[src/rtl/jzjpcc_muldiv_sequencer_if.sv]
`default_nettype none
// ============================================================================
// Module   : jzjpcc_muldiv_sequencer_if
// Brief    : Execute-stage handshake bundle for the RV32M multiply/divide unit.
// Revision : 1.0
// ============================================================================
interface jzjpcc_muldiv_sequencer_if;
   logic        start;
   logic [2:0]  funct3;
   logic [31:0] operandA;
   logic [31:0] operandB;
   logic        flush;
   logic        busy;
   logic        stall;
   logic        resultValid;
   logic [31:0] result;

   modport master (
      output start, funct3, operandA, operandB, flush,
      input  busy, stall, resultValid, result
   );

   modport slave (
      input  start, funct3, operandA, operandB, flush,
      output busy, stall, resultValid, result
   );
endinterface
`default_nettype wire

[src/rtl/jzjpcc_muldiv_sequencer.sv]
`default_nettype none
// ============================================================================
// Module   : jzjpcc_muldiv_sequencer
// Brief    : RV32M sequencer: 32-step shift-add multiply / restoring divide.
//            Define JZJPCC_MUL_SINGLE_CYCLE_EN for a one-cycle multiplier.
// Revision : 1.0
// ============================================================================
module jzjpcc_muldiv_sequencer (
   input  wire logic                  clock,
   input  wire logic                  reset,
   jzjpcc_muldiv_sequencer_if.slave   bus
);

   localparam logic [1:0] c_idle = 2'd0;
   localparam logic [1:0] c_mul  = 2'd1;
   localparam logic [1:0] c_div  = 2'd2;
   localparam logic [1:0] c_done = 2'd3;

   logic [1:0]  r_state;
   logic        r_busy;
   logic        r_valid;
   logic [31:0] r_result;
   logic [4:0]  r_count;
   logic [1:0]  r_sel;
   logic [31:0] r_mag_a;
   logic [31:0] r_mag_b;
   logic        r_neg;
   logic [63:0] r_prod;
   logic [31:0] r_rem;
   logic [31:0] r_quo;

   logic [2:0]  w_f3;
   logic        w_a_signed;
   logic        w_b_signed;
   logic        w_sa;
   logic        w_sb;
   logic [31:0] w_mag_a;
   logic [31:0] w_mag_b;
   logic        w_neg;
   logic        w_div_zero;
   logic        w_ovf;
   logic [31:0] w_special;
   logic        w_ready;

   assign w_f3       = bus.funct3;
   assign w_a_signed = (w_f3 != 3'b011) && (w_f3 != 3'b101) && (w_f3 != 3'b111);
   assign w_b_signed = w_a_signed && (w_f3 != 3'b010);
   assign w_sa       = w_a_signed & bus.operandA[31];
   assign w_sb       = w_b_signed & bus.operandB[31];
   assign w_mag_a    = w_sa ? -bus.operandA : bus.operandA;
   assign w_mag_b    = w_sb ? -bus.operandB : bus.operandB;
   // Remainders take the dividend's sign; products and quotients the XOR.
   assign w_neg      = (w_f3[2] & w_f3[1]) ? w_sa : (w_sa ^ w_sb);
   assign w_div_zero = (bus.operandB == 32'd0);
   assign w_ovf      = w_f3[2] & ~w_f3[0] & (bus.operandA == 32'h8000_0000) &
                       (bus.operandB == 32'hFFFF_FFFF);
   assign w_special  = w_div_zero ? (w_f3[1] ? bus.operandA : 32'hFFFF_FFFF)
                                  : (w_f3[1] ? 32'd0 : 32'h8000_0000);
   assign w_ready    = (r_state == c_idle) || (r_state == c_done);

   // Shift-add step: low half of r_prod holds the remaining multiplier bits.
   logic [32:0] w_sum;
   logic [63:0] w_prod_nxt;
   logic [63:0] w_prod_fin;
   logic [31:0] w_mul_res;
   assign w_sum      = {1'b0, r_prod[63:32]} + (r_prod[0] ? {1'b0, r_mag_a} : 33'd0);
   assign w_prod_nxt = {w_sum, r_prod[31:1]};
   assign w_prod_fin = r_neg ? -w_prod_nxt : w_prod_nxt;
   assign w_mul_res  = (r_sel == 2'b00) ? w_prod_fin[31:0] : w_prod_fin[63:32];

   // Restoring step: dividend bits are shifted out of r_quo as quotient bits enter.
   logic [32:0] w_shift;
   logic [32:0] w_trial;
   logic [31:0] w_rem_nxt;
   logic [31:0] w_quo_nxt;
   logic [31:0] w_div_raw;
   logic [31:0] w_div_res;
   assign w_shift   = {r_rem, r_quo[31]};
   assign w_trial   = w_shift - {1'b0, r_mag_b};
   assign w_rem_nxt = w_trial[32] ? w_shift[31:0] : w_trial[31:0];
   assign w_quo_nxt = {r_quo[30:0], ~w_trial[32]};
   assign w_div_raw = r_sel[1] ? w_rem_nxt : w_quo_nxt;
   assign w_div_res = r_neg ? -w_div_raw : w_div_raw;

`ifdef JZJPCC_MUL_SINGLE_CYCLE_EN
   logic [63:0] w_prod_full;
   logic [63:0] w_prod_fast;
   logic [31:0] w_fast_res;
   assign w_prod_full = {32'd0, w_mag_a} * {32'd0, w_mag_b};
   assign w_prod_fast = w_neg ? -w_prod_full : w_prod_full;
   assign w_fast_res  = (w_f3[1:0] == 2'b00) ? w_prod_fast[31:0] : w_prod_fast[63:32];
`endif

   always_ff @(posedge clock) begin
      if (reset) begin
         r_state  <= c_idle;
         r_busy   <= 1'b0;
         r_valid  <= 1'b0;
         r_result <= 32'd0;
         r_count  <= 5'd0;
         r_sel    <= 2'b00;
         r_mag_a  <= 32'd0;
         r_mag_b  <= 32'd0;
         r_neg    <= 1'b0;
         r_prod   <= 64'd0;
         r_rem    <= 32'd0;
         r_quo    <= 32'd0;
      end else if (bus.flush) begin
         r_state <= c_idle;
         r_busy  <= 1'b0;
         r_valid <= 1'b0;
         r_count <= 5'd0;
      end else begin
         case (r_state)
            c_mul: begin
               r_prod  <= w_prod_nxt;
               r_count <= r_count + 5'd1;
               if (r_count == 5'd31) begin
                  r_state  <= c_done;
                  r_busy   <= 1'b0;
                  r_valid  <= 1'b1;
                  r_result <= w_mul_res;
               end
            end
            c_div: begin
               r_rem   <= w_rem_nxt;
               r_quo   <= w_quo_nxt;
               r_count <= r_count + 5'd1;
               if (r_count == 5'd31) begin
                  r_state  <= c_done;
                  r_busy   <= 1'b0;
                  r_valid  <= 1'b1;
                  r_result <= w_div_res;
               end
            end
            default: begin
               r_valid <= 1'b0;
               r_state <= c_idle;
               if (bus.start) begin
                  r_sel   <= w_f3[1:0];
                  r_mag_a <= w_mag_a;
                  r_mag_b <= w_mag_b;
                  r_neg   <= w_neg;
                  r_count <= 5'd0;
                  if (!w_f3[2]) begin
`ifdef JZJPCC_MUL_SINGLE_CYCLE_EN
                     r_state  <= c_done;
                     r_valid  <= 1'b1;
                     r_result <= w_fast_res;
`else
                     r_state <= c_mul;
                     r_busy  <= 1'b1;
                     r_prod  <= {32'd0, w_mag_b};
`endif
                  end else if (w_div_zero || w_ovf) begin
                     r_state  <= c_done;
                     r_valid  <= 1'b1;
                     r_result <= w_special;
                  end else begin
                     r_state <= c_div;
                     r_busy  <= 1'b1;
                     r_rem   <= 32'd0;
                     r_quo   <= w_mag_a;
                  end
               end
            end
         endcase
      end
   end

   assign bus.busy        = r_busy;
   assign bus.stall       = (bus.start & w_ready) | r_busy;
   assign bus.resultValid = r_valid;
   assign bus.result      = r_result;

endmodule
`default_nettype wire

[src/flat_wrapper.sv]
// flat-port wrapper written by rule: the top's interface ports become plain ports
module jzjpcc_muldiv_sequencer_flat 
  (clock, reset, bus_start, bus_funct3, bus_operandA, bus_operandB, bus_flush, bus_busy, bus_stall, bus_resultValid, bus_result);
  jzjpcc_muldiv_sequencer_if bus_i ();
  input  wire logic clock;
  input  wire logic reset;
  input wire logic [$bits(bus_i.start)-1:0] bus_start;
  input wire logic [$bits(bus_i.funct3)-1:0] bus_funct3;
  input wire logic [$bits(bus_i.operandA)-1:0] bus_operandA;
  input wire logic [$bits(bus_i.operandB)-1:0] bus_operandB;
  input wire logic [$bits(bus_i.flush)-1:0] bus_flush;
  output wire logic [$bits(bus_i.busy)-1:0] bus_busy;
  output wire logic [$bits(bus_i.stall)-1:0] bus_stall;
  output wire logic [$bits(bus_i.resultValid)-1:0] bus_resultValid;
  output wire logic [$bits(bus_i.result)-1:0] bus_result;
  assign bus_i.start = bus_start;
  assign bus_i.funct3 = bus_funct3;
  assign bus_i.operandA = bus_operandA;
  assign bus_i.operandB = bus_operandB;
  assign bus_i.flush = bus_flush;
  assign bus_busy = bus_i.busy;
  assign bus_stall = bus_i.stall;
  assign bus_resultValid = bus_i.resultValid;
  assign bus_result = bus_i.result;
  jzjpcc_muldiv_sequencer u_core (.clock(clock), .reset(reset), .bus(bus_i));
endmodule
[config.mk]
export PLATFORM = sky130hd
export DESIGN_NAME = jzjpcc_muldiv_sequencer_flat
export DESIGN_NICKNAME = d
export VERILOG_FILES = /design/src/rtl/jzjpcc_muldiv_sequencer_if.sv /design/src/rtl/jzjpcc_muldiv_sequencer.sv /design/src/flat_wrapper.sv
export SDC_FILE = /design/constraint.sdc
export NUM_CORES = 1
export LEC_CHECK = 0
export ABC_AREA = 1
export CORE_ASPECT_RATIO = 1.4
export CORE_MARGIN = 5
export CORE_UTILIZATION = 55
export DETAILED_ROUTE_END_ITERATION = 8
export PLACE_DENSITY = 0.82
export SLEW_MARGIN = 20
export SYNTH_ARGS = -nofsm -noshare
export SYNTH_HDL_FRONTEND = slang
export SYNTH_SLANG_ARGS = --single-unit
[constraint.sdc]
create_clock -name clock -period 4.8 [get_ports clock]
set_clock_uncertainty 0.05 [all_clocks]
set_input_delay 0.96 -clock clock [delete_from_list [all_inputs] [get_ports clock]]
set_output_delay 0.96 -clock clock [all_outputs]
set_load 0.02 [all_outputs]
==> results.ini, run 1 <==
[setup_path]
r2r-start=u_core.r_prod[0]
path_class=reg2reg
cp_top_family=simple AND/OR/NAND/NOR gates
critical_path_depth=23
timing.critical_path.required_ns=5.15
timing.rr.end=u_core.bus.result[22]
worst_path_maximum_fanout=33
critical_path.most_common_cell=sky130_fd_sc_hd__nand2_1
crit_chain=buf_12 -> nand2_1 -> inv_1 -> ha_1 -> fa_1 -> nand2_1 -> nand2_1 -> o21ai_0 -> o21ai_0 -> nand2_1 -> nand2_1 -> xnor2_1 -> nand2_1 -> nor2_1 -> nand2_1 -> nor3_1 -> nand2_1 -> nand3b_1 -> nand3_1 -> a21oi_1 -> nand2_1 -> nand2_1 -> a21oi_1
setup.worst_path.end_class=flop
reg2regPathDepth=23
regToRegSetupSlack_ns=0.40
crit_path_max_delay_cell_type=sky130_fd_sc_hd__a21oi_1
critPathArrivalTime_ns=4.75
worstSetupStartpointType=flop
timing.critical_path.slowest_cell_delay_ns=0.51
crit_buf_inv=2

[worst_hold_path]
worstHoldEndpoint=u_core.r_count[3]
worstHoldPathCells=2
hold_path.class=reg2reg
hold_path.startpoint=u_core.r_count[3]

[floorplan]
die_width_um=171.8
total_die_area_sq_um=40630
placementRows=83
initial_utilization_pct=55.30
design.portCount=106
fp.dieH_um=236.5
core_sq_um=36450

[yosys]
post_synth_mux_area_share_pct=0
synth_enable_flop_cells=0
synth_flop_cell=sky130_fd_sc_hd__dfxtp_1
synth-simple-area-share_pct=37.42
dominant_combinational_cell_family_by_area_after_synthesis=simple AND/OR/NAND/NOR gates
synth_fp_nets=3612
synthDominantCellAreaShare_pct=23.44
postSynth.asyncResetShare_pct=0
xor_xnor_fraction_of_synth_area_pct=4.649
netlist-cell-type-count=58
synth.top_cells.by_count=sky130_fd_sc_hd__nand2_1, sky130_fd_sc_hd__inv_1, sky130_fd_sc_hd__a21oi_1
yosysMostFrequentCell=sky130_fd_sc_hd__nand2_1
synthesis.area_per_instance_sq_um=5.816
synth-adder-area-share_pct=4.730
ys_ff_latch=236
synthCells=3466
syn_area_sq_um=20160
synth-compound-area-share_pct=18.72
synth_seq_area_share_pct=23.44
synth.top_cells.by_area=sky130_fd_sc_hd__dfxtp_1, sky130_fd_sc_hd__nand2_1, sky130_fd_sc_hd__a21oi_1, sky130_fd_sc_hd__inv_1, sky130_fd_sc_hd__nor2_1
synth_area_leader_cell=sky130_fd_sc_hd__dfxtp_1
ys.warnings.count=0

[detailed_routing]
routedWlPerCell_um=18.82
via_cell_ratio=5.723
drt_iter0_drc=2683
first_pass_iters=7
vias=22829
final_antenna_net_count=0
wl_mm=75.07
remaining_drc_errors=0

[timing]
timing_max_transition_violations_final=0
final-hold-violation-count=0
max-slew-margin-rel_pct=40.72
finalSetupViolations=0
fmax_mhz=227.1
min_period_ns=4.403
worst-slew-pin-transition_ns=0.8882
rsz_0062_raised_after_global_routing=no
fin_tns_setup_ns=0
min_period_over_period_pct=91.72

[power]
static-leakage-power_nw=10.93
peakVddDrop_mv=0.2357
power_density_nw_per_um2=271.9

[grt]
global_route_wire_length_before_repair_mm=114.3
first_global_vias=20937
grt_start_max_net_pins=99
gr_usage_total_pct=35.55
overflow=0
antenna_found_initial=0

[cts]
total_cts_buffers=26
tritoncts_num_sinks=236
clkTransAtPathRegs_ns=0.07
post-cts-setup-buffer-count=0
clock_tree.root_cell=sky130_fd_sc_hd__clkbuf_16
clk_path_buf_depth=3
cts_tree=done
htree_num_levels=1
post_cts_resized=0
post_cts_hold_buffer_count=0
worstSkewPairLatency_ns=0.58

[cells_and_area]
postLayoutCoreUtil_pct=61.86
num-nets-final=3648
post_route_cells_drive_above_1_share_pct=5.764
areaGrowthSynthToFinish_pct=11.87
antenna-diode-count=0

[run]
max_cap_viol_count=0

[place]
finalWeightedCongestion=1.057
detailed_place_hpwl_mm=58.57
port_buffers=105

[status]
run_status=complete, no violations

registers in the layout, summed over array words and instances, names as in the netlist:
register	cells
u_core.r_count	5
u_core.r_neg	1
u_core.bus.resultValid	1
u_core.r_quo	32
u_core.r_mag_b	32
u_core.bus.busy	1
u_core.r_mag_a	32
u_core.r_rem	32
u_core.r_prod	64
u_core.r_sel	2
u_core.bus.result	32
u_core.r_state	2
area by class of cell:
type	instances	area [sq um]
clock buffer	35	765.7
multi-input combinational	2652	13230
inverter	437	1640
sequential	236	4727
fill	3721	13900
timing repair buffer	149	1420
tap	467	584.3
clock inverter	13	185.2
placed cells by master, fill, tap and decap left out, types with 7 or more instances in the layout:
cell type and n:
sky130_fd_sc_hd__a211oi_1 9, sky130_fd_sc_hd__a21oi_1 330, sky130_fd_sc_hd__a22oi_1 32, sky130_fd_sc_hd__a31oi_1 28
sky130_fd_sc_hd__buf_4 41, sky130_fd_sc_hd__clkbuf_16 27, sky130_fd_sc_hd__clkdlybuf4s50_1 104, sky130_fd_sc_hd__dfxtp_1 234
sky130_fd_sc_hd__ha_1 72, sky130_fd_sc_hd__inv_1 426, sky130_fd_sc_hd__inv_2 9, sky130_fd_sc_hd__nand2_1 1009
sky130_fd_sc_hd__nand2_2 34, sky130_fd_sc_hd__nand3_1 232, sky130_fd_sc_hd__nand3b_1 9, sky130_fd_sc_hd__nand4_1 42
sky130_fd_sc_hd__nor2_1 325, sky130_fd_sc_hd__nor2_2 10, sky130_fd_sc_hd__nor3_1 54, sky130_fd_sc_hd__nor3_2 7
sky130_fd_sc_hd__nor4_1 12, sky130_fd_sc_hd__o211ai_1 12, sky130_fd_sc_hd__o21ai_0 232, sky130_fd_sc_hd__or2_2 25
sky130_fd_sc_hd__xnor2_1 33, sky130_fd_sc_hd__xor2_1 74
through the flow:
stage,hold slack [ns],power [mW],setup WS [ns],instance area (sq um),std cells
global route,0.4279,6.389,0.1722,22550,3989
global placement,0.4067,3.840,0.5657,21600,3941
CTS,0.4134,6.073,0.6975,22550,3989
detailed placement,0.4035,3.847,0.5046,21600,3941
floorplan,0.3892,3.323,1.392,20160,3466
finish,0.4146,6.131,0.3973,22550,3989
report_power, final:
group / internal [mW] / total (mW) / switching (mW) / leakage, nW
Sequential: 2.04 / 2.13 / 0.0839 / 1.92
Clock: 1.34 / 2.26 / 0.925 / 0.464
Combinational: 0.547 / 1.74 / 1.19 / 8.54
per-layer routing:
metal / share of wire, % / global-route usage [%]
met3: 7.5 / 4.292
met4: 10 / 28.55
met5: 0 / 0
met1: 37 / 42.60
met2: 45 / 56.64
cells by family after synthesis:
| kind of cell | after synthesis |
|---|---|
| AND/OR/NAND/NOR | 1777 |
| AO/OA/AOI/OAI | 693 |
| buffers and inverters | 578 |
| flip-flops | 236 |
| XOR/XNOR | 107 |
| adder cells (fa/ha/maj) | 75 |
how the worst max path moves through the flow:
stage,start,endpoint
global placement,bus_operandB[0],u_core.bus.result[5]
CTS,u_core.r_prod[0],u_core.bus.result[22]
global route,u_core.r_prod[0],u_core.bus.result[22]
finish,u_core.r_prod[0],u_core.bus.result[22]
detailed placement,bus_operandB[0],u_core.bus.result[22]
floorplan,u_core.r_prod[0],u_core.bus.result[18]
worst min-delay path, delay by kind of cell (launching register included):
| kind | cells | cell delay [ns] |
|---|---|---|
| DFF | 1 | 0.31 |
| and+or+nand+nor | 1 | 0.06 |
| AOI/OAI and AO/OA | 1 | 0.05 |
Power figures use the tool's default switching activity.
==> run 2: changes to the inputs <==
--- a/config.mk
+++ b/config.mk
@@ -11,7 +11,7 @@
 export CORE_UTILIZATION = 55
 export DETAILED_ROUTE_END_ITERATION = 8
 export PLACE_DENSITY = 0.82
-export SLEW_MARGIN = 20
+export SKIP_CTS_REPAIR_TIMING = 1
 export SYNTH_ARGS = -nofsm -noshare
 export SYNTH_HDL_FRONTEND = slang
 export SYNTH_SLANG_ARGS = --single-unit
==> results of run 2 <==
The final DEF is identical to that of run 1; final timing and power are the same.
